### config.mk
export PLATFORM = sky130hd
export DESIGN_NAME = uart_bus_bridge_flat
export DESIGN_NICKNAME = d
export VERILOG_FILES = /design/src/rtl/uart_bridge_pkg.sv /design/src/rtl/uart_bus_bridge_if.sv /design/src/rtl/uart_bridge_phy.sv /design/src/rtl/uart_bus_bridge.sv /design/src/flat_wrapper.sv
export SDC_FILE = /design/constraint.sdc
export NUM_CORES = 1
export LEC_CHECK = 0
export CAP_MARGIN = 20
export CORE_ASPECT_RATIO = 1.75
export CORE_MARGIN = 2
export CORE_UTILIZATION = 49
export CTS_BUF_LIST = sky130_fd_sc_hd__clkbuf_8
export DETAILED_ROUTE_END_ITERATION = 8
export PLACE_DENSITY = 0.71
export RECOVER_POWER = 50
export SYNTH_ARGS = -nofsm -noshare
export SYNTH_HDL_FRONTEND = slang
export SYNTH_SLANG_ARGS = --single-unit
### constraint.sdc
create_clock -name clk -period 3.75 [get_ports clk]
set_input_delay 0.75 -clock clk [delete_from_list [all_inputs] [get_ports clk]]
set_output_delay 0.75 -clock clk [all_outputs]
set_load 0.02 [all_outputs]
### src/rtl/uart_bridge_pkg.sv
// Shared constants and types for the UART-to-bus bridge: protocol byte codes,
// parser state encoding and the RX/TX oversample ratio.
package uart_bridge_pkg;

  localparam logic [7:0] CMD_WR = 8'h57;
  localparam logic [7:0] CMD_RD = 8'h52;
  localparam logic [7:0] RSP_OK = 8'h4B;

  localparam int OVS = 16;

  typedef enum logic [2:0] {IDLE, ADDR, WDATA, BUS, RESP} state_e;

  function automatic int max2(input int a, input int b);
    return (a > b) ? a : b;
  endfunction

endpackage

### src/rtl/uart_bus_bridge_if.sv
// Single-transaction req/ack core bus driven by the bridge (master) towards
// the register fabric (slave).
interface uart_bus_bridge_if #(
  parameter int ADDR_W = 16,
  parameter int DATA_W = 32
);
  logic              req;
  logic              we;
  logic [ADDR_W-1:0] addr;
  logic [DATA_W-1:0] wdata;
  logic              ack;
  logic [DATA_W-1:0] rdata;

  modport master (output req, we, addr, wdata, input ack, rdata);
  modport slave  (input req, we, addr, wdata, output ack, rdata);
endinterface

### src/rtl/uart_bridge_phy.sv
// 8N1 UART physical layer: fractional baud accumulator producing a 16x tick,
// synchronised RX deserialiser (valid pulse) and TX serialiser (valid/ready).
module uart_bridge_phy
  import uart_bridge_pkg::*;
#(
  parameter int CLK_FREQ = 100000000,
  parameter int BAUD     = 115200
) (
  input  logic       clk,
  input  logic       rst,
  input  logic       uart_rx,
  output logic       uart_tx,
  output logic       rx_valid,
  output logic [7:0] rx_data,
  output logic       frame_err,
  input  logic       tx_valid,
  input  logic [7:0] tx_data,
  output logic       tx_ready
);

  localparam int               ACC_W = $clog2(CLK_FREQ + BAUD * OVS);
  localparam logic [ACC_W-1:0] INC   = ACC_W'(BAUD * OVS);
  localparam logic [ACC_W-1:0] LIM   = ACC_W'(CLK_FREQ);

  logic [ACC_W-1:0] acc, acc_sum;
  logic             tick;

  assign acc_sum = acc + INC;

  always_ff @(posedge clk or negedge rst)
    if (!rst) begin
      acc  <= '0;
      tick <= 1'b0;
    end else if (acc_sum >= LIM) begin
      acc  <= acc_sum - LIM;
      tick <= 1'b1;
    end else begin
      acc  <= acc_sum;
      tick <= 1'b0;
    end

  // RX: rx_bit 0 = start, 1..8 = data, 9 = stop; sample on the 8th tick of each bit
  logic [1:0] rx_sync;
  logic       rx_s, rx_prev, rx_busy;
  logic [3:0] rx_tcnt, rx_bit;
  logic [7:0] rx_sh;

  assign rx_s    = rx_sync[1];
  assign rx_data = rx_sh;

  always_ff @(posedge clk or negedge rst)
    if (!rst) begin
      rx_sync   <= 2'b11;
      rx_prev   <= 1'b1;
      rx_busy   <= 1'b0;
      rx_tcnt   <= '0;
      rx_bit    <= '0;
      rx_sh     <= '0;
      rx_valid  <= 1'b0;
      frame_err <= 1'b0;
    end else begin
      rx_sync   <= {rx_sync[0], uart_rx};
      rx_prev   <= rx_s;
      rx_valid  <= 1'b0;
      frame_err <= 1'b0;
      if (!rx_busy) begin
        if (rx_prev && !rx_s) begin
          rx_busy <= 1'b1;
          rx_tcnt <= '0;
          rx_bit  <= '0;
        end
      end else if (tick) begin
        rx_tcnt <= rx_tcnt + 4'd1;
        if (rx_tcnt == 4'd7) begin
          rx_bit <= rx_bit + 4'd1;
          if (rx_bit == 4'd0) begin
            if (rx_s) rx_busy <= 1'b0;
          end else if (rx_bit == 4'd9) begin
            rx_busy <= 1'b0;
            if (rx_s) rx_valid  <= 1'b1;
            else      frame_err <= 1'b1;
          end else begin
            rx_sh <= {rx_s, rx_sh[7:1]};
          end
        end
      end
    end

  // TX: one-byte holding register lets the next frame follow the stop bit directly
  logic [9:0] tx_sh;
  logic       tx_busy, tx_hold_v;
  logic [3:0] tx_tcnt, tx_bit;
  logic [7:0] tx_hold;

  assign tx_ready = !tx_hold_v;
  assign uart_tx  = tx_sh[0];

  always_ff @(posedge clk or negedge rst)
    if (!rst) begin
      tx_sh     <= '1;
      tx_busy   <= 1'b0;
      tx_tcnt   <= '0;
      tx_bit    <= '0;
      tx_hold   <= '0;
      tx_hold_v <= 1'b0;
    end else begin
      if (tx_valid && tx_ready) begin
        tx_hold   <= tx_data;
        tx_hold_v <= 1'b1;
      end
      if (tick) begin
        if (!tx_busy || (tx_tcnt == 4'd15 && tx_bit == 4'd9)) begin
          if (tx_hold_v) begin
            tx_sh     <= {1'b1, tx_hold, 1'b0};
            tx_busy   <= 1'b1;
            tx_tcnt   <= '0;
            tx_bit    <= '0;
            tx_hold_v <= 1'b0;
          end else begin
            tx_sh   <= '1;
            tx_busy <= 1'b0;
          end
        end else begin
          tx_tcnt <= tx_tcnt + 4'd1;
          if (tx_tcnt == 4'd15) begin
            tx_sh  <= {1'b1, tx_sh[9:1]};
            tx_bit <= tx_bit + 4'd1;
          end
        end
      end
    end

endmodule

### src/rtl/uart_bus_bridge.sv
// UART-to-bus bridge top: binary W/R command parser driving one req/ack bus
// transaction per command. Define UART_BRIDGE_TIMEOUT_EN to abandon stalled commands.
module uart_bus_bridge
  import uart_bridge_pkg::*;
#(
  parameter int CLK_FREQ    = 100000000,
  parameter int BAUD        = 115200,
  parameter int ADDR_W      = 16,
  parameter int DATA_W      = 32,
  parameter int TIMEOUT_CYC = 1000000
) (
  input  logic                clk,
  input  logic                rst,
  input  logic                uart_rx,
  output logic                uart_tx,
  uart_bus_bridge_if.master   bus,
  output logic                frame_err,
  output logic                timeout
);

  localparam int NA    = ADDR_W / 8;
  localparam int ND    = DATA_W / 8;
  localparam int CNT_W = $clog2(max2(NA, ND)) + 1;

  logic       rx_valid, tx_valid, tx_ready, hs;
  logic [7:0] rx_data, tx_data;

  uart_bridge_phy #(.CLK_FREQ(CLK_FREQ), .BAUD(BAUD)) u_phy (
    .clk      (clk),
    .rst      (rst),
    .uart_rx  (uart_rx),
    .uart_tx  (uart_tx),
    .rx_valid (rx_valid),
    .rx_data  (rx_data),
    .frame_err(frame_err),
    .tx_valid (tx_valid),
    .tx_data  (tx_data),
    .tx_ready (tx_ready)
  );

  state_e            state;
  logic [CNT_W-1:0]  cnt, last;
  logic              is_wr;
  logic [DATA_W-1:0] resp;

  // response bytes leave MSB first from the top of the shift register
  assign tx_valid = (state == RESP);
  assign tx_data  = resp[DATA_W-1 -: 8];
  assign hs       = tx_valid && tx_ready;
  assign last     = is_wr ? '0 : CNT_W'(ND - 1);

`ifdef UART_BRIDGE_TIMEOUT_EN
  localparam int TO_W = $clog2(TIMEOUT_CYC + 1);
  logic [TO_W-1:0] to_cnt;
`else
  assign timeout = 1'b0;
`endif

  always_ff @(posedge clk or negedge rst)
    if (!rst) begin
      state     <= IDLE;
      cnt       <= '0;
      is_wr     <= 1'b0;
      resp      <= '0;
      bus.req   <= 1'b0;
      bus.we    <= 1'b0;
      bus.addr  <= '0;
      bus.wdata <= '0;
`ifdef UART_BRIDGE_TIMEOUT_EN
      to_cnt    <= '0;
      timeout   <= 1'b0;
`endif
    end else begin
`ifdef UART_BRIDGE_TIMEOUT_EN
      timeout <= 1'b0;
`endif
      case (state)
        IDLE:
          if (rx_valid && (rx_data == CMD_WR || rx_data == CMD_RD)) begin
            is_wr <= (rx_data == CMD_WR);
            state <= ADDR;
            cnt   <= '0;
          end
        ADDR:
          if (rx_valid) begin
            bus.addr <= (bus.addr << 8) | ADDR_W'(rx_data);
            cnt      <= cnt + CNT_W'(1);
            if (cnt == CNT_W'(NA - 1)) begin
              cnt <= '0;
              if (is_wr) state <= WDATA;
              else begin
                state   <= BUS;
                bus.req <= 1'b1;
                bus.we  <= 1'b0;
              end
            end
          end
        WDATA:
          if (rx_valid) begin
            bus.wdata <= (bus.wdata << 8) | DATA_W'(rx_data);
            cnt       <= cnt + CNT_W'(1);
            if (cnt == CNT_W'(ND - 1)) begin
              cnt     <= '0;
              state   <= BUS;
              bus.req <= 1'b1;
              bus.we  <= 1'b1;
            end
          end
        BUS:
          if (bus.ack && bus.req) begin
            bus.req <= 1'b0;
            bus.we  <= 1'b0;
            resp    <= is_wr ? (DATA_W'(RSP_OK) << (DATA_W - 8)) : bus.rdata;
            state   <= RESP;
            cnt     <= '0;
          end
        RESP:
          if (hs) begin
            resp <= resp << 8;
            cnt  <= cnt + CNT_W'(1);
            if (cnt == last) begin
              state <= IDLE;
              cnt   <= '0;
            end
          end
        default: state <= IDLE;
      endcase
`ifdef UART_BRIDGE_TIMEOUT_EN
      // a received byte reloads the counter, so it wins over a same-cycle expiry
      if (state == IDLE) begin
        to_cnt <= TO_W'(TIMEOUT_CYC);
      end else if (state == ADDR || state == WDATA) begin
        if (rx_valid) to_cnt <= TO_W'(TIMEOUT_CYC);
        else if (to_cnt == '0) begin
          state   <= IDLE;
          cnt     <= '0;
          timeout <= 1'b1;
        end else to_cnt <= to_cnt - TO_W'(1);
      end
`endif
    end

endmodule

### src/flat_wrapper.sv
// flat-port wrapper written by rule: the top's interface ports become plain ports
module uart_bus_bridge_flat import uart_bridge_pkg::*;
#(
  parameter int CLK_FREQ    = 100000000,
  parameter int BAUD        = 115200,
  parameter int ADDR_W      = 16,
  parameter int DATA_W      = 32,
  parameter int TIMEOUT_CYC = 1000000
)
  (clk, rst, uart_rx, uart_tx, frame_err, timeout, bus_req, bus_we, bus_addr, bus_wdata, bus_ack, bus_rdata);
  uart_bus_bridge_if #(.ADDR_W(ADDR_W), .DATA_W(DATA_W)) bus_i ();
  input  logic clk;
  input  logic rst;
  input  logic uart_rx;
  output logic uart_tx;
  output logic frame_err;
  output logic timeout;
  output wire logic [$bits(bus_i.req)-1:0] bus_req;
  output wire logic [$bits(bus_i.we)-1:0] bus_we;
  output wire logic [$bits(bus_i.addr)-1:0] bus_addr;
  output wire logic [$bits(bus_i.wdata)-1:0] bus_wdata;
  input wire logic [$bits(bus_i.ack)-1:0] bus_ack;
  input wire logic [$bits(bus_i.rdata)-1:0] bus_rdata;
  assign bus_req = bus_i.req;
  assign bus_we = bus_i.we;
  assign bus_addr = bus_i.addr;
  assign bus_wdata = bus_i.wdata;
  assign bus_i.ack = bus_ack;
  assign bus_i.rdata = bus_rdata;
  uart_bus_bridge #(.CLK_FREQ(CLK_FREQ), .BAUD(BAUD), .ADDR_W(ADDR_W), .DATA_W(DATA_W), .TIMEOUT_CYC(TIMEOUT_CYC)) u_core (.clk(clk), .rst(rst), .uart_rx(uart_rx), .uart_tx(uart_tx), .bus(bus_i), .frame_err(frame_err), .timeout(timeout));
endmodule
Yosys cells after proc, flatten, opt, wreduce, memory -nomap -nowiden
Index checks and enable logic that the tools add are counted.

Bits in registers: 167. Word-level logic and storage cells: 165.

Add/sub/neg operators: 7. $lt $le $gt $ge: 1. Eq/ne operators: 25. Multiplexer cells: 73. Bitwise gates (word level): 4. Reductions and logical operators: 31.

Operators by type and width (number): 32-bit 2-to-1 mux (3); 32-bit case mux with 2 select lines (1); 3-bit 2-to-1 mux (16); 4-bit 2-to-1 mux (10); 1-bit 2-to-1 mux (34); 32-bit by 8-bit OR with 32-bit output (1); 3-bit case mux with 5 select lines (2); 27-bit by 21-bit adder with 27-bit output, second input constant (1); 27-bit >= comparator, second input constant (1); 27-bit 2-to-1 mux (1); 27-bit subtractor, second input constant (1); 10-bit 2-to-1 mux (2); 4-bit by 1-bit adder with 4-bit output, second input constant (4); 8-bit by 7-bit equality test with 1-bit output, second input constant (2); 16-bit by 8-bit OR with 16-bit output (1); 2-bit inequality test, second input constant (7); 2-bit AND reduction (7); 4-bit equality test, second input constant (3); 2-bit by 1-bit inequality test with 1-bit output, second input constant (5); 3-bit by 2-bit equality test with 1-bit output, second input constant (3); 9-bit 2-to-1 mux (1); 3-bit AND reduction (3); 8-bit AND reduction (1); 7-bit AND reduction (1); other kinds (18) (30).

Logic depth before layout (Yosys ltp)
Depth in word-level cells: 6. Depth in mapped cells: 10. Mapped depth without buffers: 10.

Modules after synthesis
Synthesis repeated with hierarchy kept, for this count alone.

Cell total of the unflattened synthesis: 711. Area, all modules: 7788.7 um^2.

By module, submodules not included: uart_bus_bridge (instances 1, cells an instance 359, area an instance 4087.7 um^2); uart_bridge_phy (instances 1, cells an instance 352, area an instance 3701.0 um^2).

Worst setup path after synthesis
Ideal clock, no wire load.

Path kind: reg-to-reg. Start: register u_core.u_phy.acc[13]. End: register u_core.u_phy.acc[15]. Data arrival time: 2.290 ns. Data required time: 3.616 ns. Slack: 1.326 ns. Stages on the path, launching flop included: 11. Buffers on the path: 1. Cells stage by stage: dfrtp_1 -> inv_1 -> ha_1 -> nor2_1 -> nand2_1 -> o41ai_4 -> o21ai_1 -> a221oi_4 -> buf_2 -> nand3_1 -> xor2_1.

Cells in the longest elaborated chain, start to end: 3. Elaborated cells between the ends (all ways): 4. Those cells by class: add/sub (2); order compare (1); mux (1).

Ends and longest elaborated chain: start: declaration (RTL line uart_bridge_phy.sv:25) `logic [ACC_W-1:0] acc, acc_sum;`; start signal: assignment (RTL line uart_bridge_phy.sv:35) `acc <= acc_sum - LIM;`; start signal: assignment (RTL line uart_bridge_phy.sv:38) `acc <= acc_sum;`; 27-bit by 21-bit adder with 27-bit output (*) (RTL line uart_bridge_phy.sv:28) `assign acc_sum = acc + INC;`; 27-bit subtractor / 27-bit >= comparator (equally long branches) (RTL line uart_bridge_phy.sv:35, uart_bridge_phy.sv:34); 27-bit 2-to-1 mux (*) (RTL line uart_bridge_phy.sv:34) `end else if (acc_sum >= LIM) begin`.

Mark *: on every way between the ends. The rest lies on a longest branch, timed or not. A chain may end at the register's enable or synchronous reset.

Worst setup path in the final report
Start: register u_core.u_phy.acc[13]. End: register u_core.u_phy.acc[17].

The elaborated chain is that of the path after synthesis.

==> results.py <==
metrics = {
    "run_status": {
        "status": "complete, but fails checks",
        "failed_checks": "max-capacitance violations, max-slew violations",
    },
    "timing": {
        "max_freq_mhz": 332.3,
        "final.min_clock_period_ps": 3009,
        "report.final.slew_viol_count": 33,
        "period_share_pct": 80.24,
        "rsz0062_at_grt": "false",
        "worstMarginPinSlew_ps": 1658,
        "hold_violations": 0,
        "setup_violations": 0,
        "finalSetupTns_ps": 0,
        "timing.clock.skew_ps": 14.13,
        "maxSlewHeadroom_pct": -10.50,
    },
    "clocking": {
        "cts_made_buffers": 17,
        "h-tree-depth": 4,
        "tritoncts": "yes",
        "clkSlewWorstSetupHoldPaths_ps": 100,
        "cts_root_buf": "clkbuf_8",
        "clock_path_buffers": 2,
        "cts_resized": 0,
        "cts_hold_buf": 0,
        "clock-sinks": 158,
        "cts_setup_buffers": 0,
        "insertion_delay_ps": 450,
    },
    "synth": {
        "synth_top_area_cell": "dfrtp_1",
        "postSynthAreaPerCell_um2": 10.57,
        "synth_edf_count": 0,
        "synth_area_leaders": "dfrtp_1 49%, mux2_2 9.3%, o21ai_0 4.6%, nand2_1 4.5%, dfstp_2 4.2%",
        "synth_area_um2": 7528,
        "synthArstFlopShare_pct": 100.0,
        "synth_top_area_share_pct": 48.53,
        "ys_ff_latch": 158,
        "yosys_warnings": 0,
        "syn-instance-count": 712,
        "ys_types": 64,
        "syn-num-nets": 763,
        "synth_flop_cell": "dfrtp_1",
        "synth_seq_area_share_pct": 52.72,
    },
    "final_layout": {
        "utilization_pct": 58.67,
        "layout-drive-gt1-share_pct": 15.78,
        "antennaDiodeCount": 0,
        "nNetsFinal": 843,
        "instances_no_fill": 991,
        "synthToLayoutAreaGrowth_pct": 18.76,
    },
    "route": {
        "dr_total_vias": 5521,
        "drt-initial-drc-count": 201,
        "drt-met1-wl_um": 5941,
        "ant_nets": 0,
        "wl_met2_um": 8507,
        "top_layer_used": "met4",
        "routedWlPerCell_um": 15.33,
        "viasPerCell": 5.571,
        "drc_errors": 0,
        "routed_wl_um": 15190,
        "met3WireLength_um": 432,
        "first_pass_iters": 4,
    },
    "power": {
        "seq_power_share_pct": 56.5,
        "p_int_mw": 2.253,
        "p_leak_nw": 4.053,
        "comb_power_share_pct": 2.9,
        "clockPowerShare_pct": 40.6,
        "power.switching_mw": 0.7774,
        "peakVddDrop_uv": 224.7,
        "swShare_pct": 25.65,
        "p_per_area_nw_per_um2": 338.9,
    },
    "setup_path": {
        "crit_buf_inv": 1,
        "r2r-end": "u_core.u_phy.acc[17]$_DFF_PN0_",
        "critPathTopFamily": "compound AO/OA/AOI/OAI gates",
        "worst-setup-path-type": "flip-flop to flip-flop",
        "cp_max_fo": 14,
        "cp-start-kind": "flip-flop",
        "required_ps": 4130,
        "path_cells": "ha_1 -> nor2b_1 -> nor2_1 -> o41ai_4 -> o21ai_1 -> a221oi_4 -> buf_4 -> nor2_1 -> a311oi_1 -> xnor2_1",
        "cp.arrival_ps": 3390,
        "crit_cells": 10,
        "critPathMaxStageDelay_ps": 470,
        "ff2ff_setup_slack_ps": 740,
        "r2r_cells": 10,
        "cpMostUsedCell": "nor2_1",
        "slowest_stage": "ha_1",
        "critPathCaptureType": "flip-flop",
        "rr_startpoint": "u_core.u_phy.acc[13]$_DFF_PN0_",
    },
    "job": {
        "drv_cap": 1,
    },
    "global_routing": {
        "grt_pass1_wl_um": 26090,
        "grt_pass1_vias": 5657,
        "grt_start_max_net_pins": 79,
        "grt-ovfl-total": 0,
        "grt.total_usage_pct": 19.36,
        "antenna_found_initial": 0,
    },
    "die": {
        "rows": 60,
        "core-area_um2": 15240,
        "die_w_um": 97.70,
        "io_pins": 89,
        "die_h_um": 168.0,
        "dieArea_um2": 16410,
        "initial_core_util_pct": 49.40,
    },
    "worst_hold_path": {
        "hold_path_class": "flip-flop to flip-flop",
        "hold_path_depth": 0,
        "hold_start": "u_core.u_phy.rx_sync[0]$_DFF_PN1_",
        "hold_path_end": "u_core.u_phy.rx_sync[1]$_DFF_PN1_",
    },
    "placement": {
        "gp_congestion": 0.8609,
        "io_buffers": 87,
        "dpl.hpwl_um": 11160,
        "dpl.cell_count": 958,
    },
}
-- per-stage QoR --
step / setup WS (ps) / hold slack [ps] / power [mW] / instance area [µm²]
2_1_floorplan: 1326 / 345.2 / 1.763 / 7528
3_3_place_gp: 840.2 / 349.9 / 1.837 / 8561
3_5_place_dp: 755.2 / 353.3 / 1.840 / 8561
4_1_cts: 737.3 / 157.3 / 3.079 / 8969
5_1_grt: 430.6 / 390.1 / 3.155 / 8941
6_report: 740.9 / 378.5 / 3.030 / 8941
-- state kept, by name, summed over array words and instances, names as in the netlist, 8 cells and up --
register	cells
u_core.bus.wdata	32
u_core.resp	32
u_core.u_phy.acc	19
u_core.bus.addr	16
u_core.u_phy.tx_sh	9
u_core.u_phy.rx_data	8
u_core.u_phy.tx_hold	8
-- Yosys cell counts (6+ instances only) --
cell type,n
dfrtp_1,146
nand2_1,91
o21ai_0,69
mux2_2,62
a21oi_1,39
nand3_1,27
nor2_1,26
and3_1,24
clkbuf_1,23
inv_1,16
ha_1,15
xnor2_1,15
or3_1,14
xor2_1,13
dfstp_2,12
nor2b_1,8
nor3_1,8
nand2b_1,7
nand4_1,6
-- worst max path at each step --
stage | from | to | slack (ps)
6_report | u_core.u_phy.acc[13]$_DFF_PN0_ | u_core.u_phy.acc[17]$_DFF_PN0_ | 740
3_5_place_dp | u_core.u_phy.acc[13]$_DFF_PN0_ | u_core.u_phy.acc[17]$_DFF_PN0_ | 760
2_1_floorplan | u_core.u_phy.acc[13]$_DFF_PN0_ | u_core.u_phy.acc[15]$_DFF_PN0_ | 1330
3_3_place_gp | u_core.u_phy.acc[13]$_DFF_PN0_ | u_core.u_phy.acc[17]$_DFF_PN0_ | 840
5_1_grt | u_core.u_phy.acc[13]$_DFF_PN0_ | u_core.u_phy.acc[17]$_DFF_PN0_ | 430
4_1_cts | u_core.u_phy.acc[13]$_DFF_PN0_ | u_core.u_phy.acc[17]$_DFF_PN0_ | 740
-- cells in the final DEF, fill, tap and decap left out, types with 4 or more instances in the layout --
| cell type | n |
|---|---|
| nand3_1 | 27 |
| nand4_1 | 6 |
| xor2_1 | 13 |
| nor4_1 | 5 |
| dfstp_2 | 11 |
| buf_4 | 5 |
| nor3b_1 | 5 |
| clkbuf_8 | 17 |
| a31oi_1 | 4 |
| nand2_1 | 91 |
| nor2_1 | 25 |
| and2_1 | 4 |
| clkinv_8 | 5 |
| xnor2_1 | 15 |
| clkdlybuf4s50_1 | 85 |
| a21oi_1 | 39 |
| mux2i_1 | 5 |
| mux2_2 | 62 |
| dfrtp_1 | 146 |
| o31ai_1 | 5 |
| o21ai_0 | 70 |
| nor3_1 | 8 |
| nor2b_1 | 8 |
| o2111ai_1 | 4 |
| or3_1 | 14 |
| a21o_1 | 5 |
| ha_1 | 15 |
| inv_1 | 16 |
| o21ai_1 | 4 |
| nand2b_1 | 7 |
| and3_1 | 24 |
-- layer usage --
metal	GRT usage, %	up-vias
li1	-	2678
met1	21.30	2706
met2	36.55	112
met3	3.404	25
met4	7.488	0
met5	0	-
-- power groups by stage --
| stage | clock network [mW] | logic (mW) | registers [mW] |
|---|---|---|---|
| 6_report | 1.23 | 0.0889 | 1.71 |
| 4_1_cts | 1.27 | 0.0955 | 1.71 |
| 3_5_place_dp | 0 | 0.0954 | 1.74 |
| 3_3_place_gp | 0 | 0.0933 | 1.74 |
| 5_1_grt | 1.34 | 0.102 | 1.71 |
| 2_1_floorplan | 0 | 0.0193 | 1.74 |
-- layout make-up --
class / count / area (µm²)
inverter: 16 / 60.06
tap: 186 / 232.7
fill: 1299 / 6299
clock buffer: 17 / 234.0
timing repair buffer: 96 / 922.1
clock inverter: 15 / 173.9
multi-input combinational: 503 / 3349
sequential: 158 / 3969
-- cell families after synthesis --
| logic type | count (synthesis) | synth area share [%] |
|---|---|---|
| AOI/OAI and AO/OA | 150 | 12.10 |
| xor gates and xnor gates | 28 | 3.258 |
| adders and majority gates | 15 | 2.493 |
| buffers and inverters | 51 | 2.825 |
| DFF | 158 | 52.72 |
| muxes | 67 | 9.939 |
| other | 1 | 0.04981 |
| and+or+nand+nor | 242 | 16.62 |
Note: power is estimated with default switching activity, not from simulation.
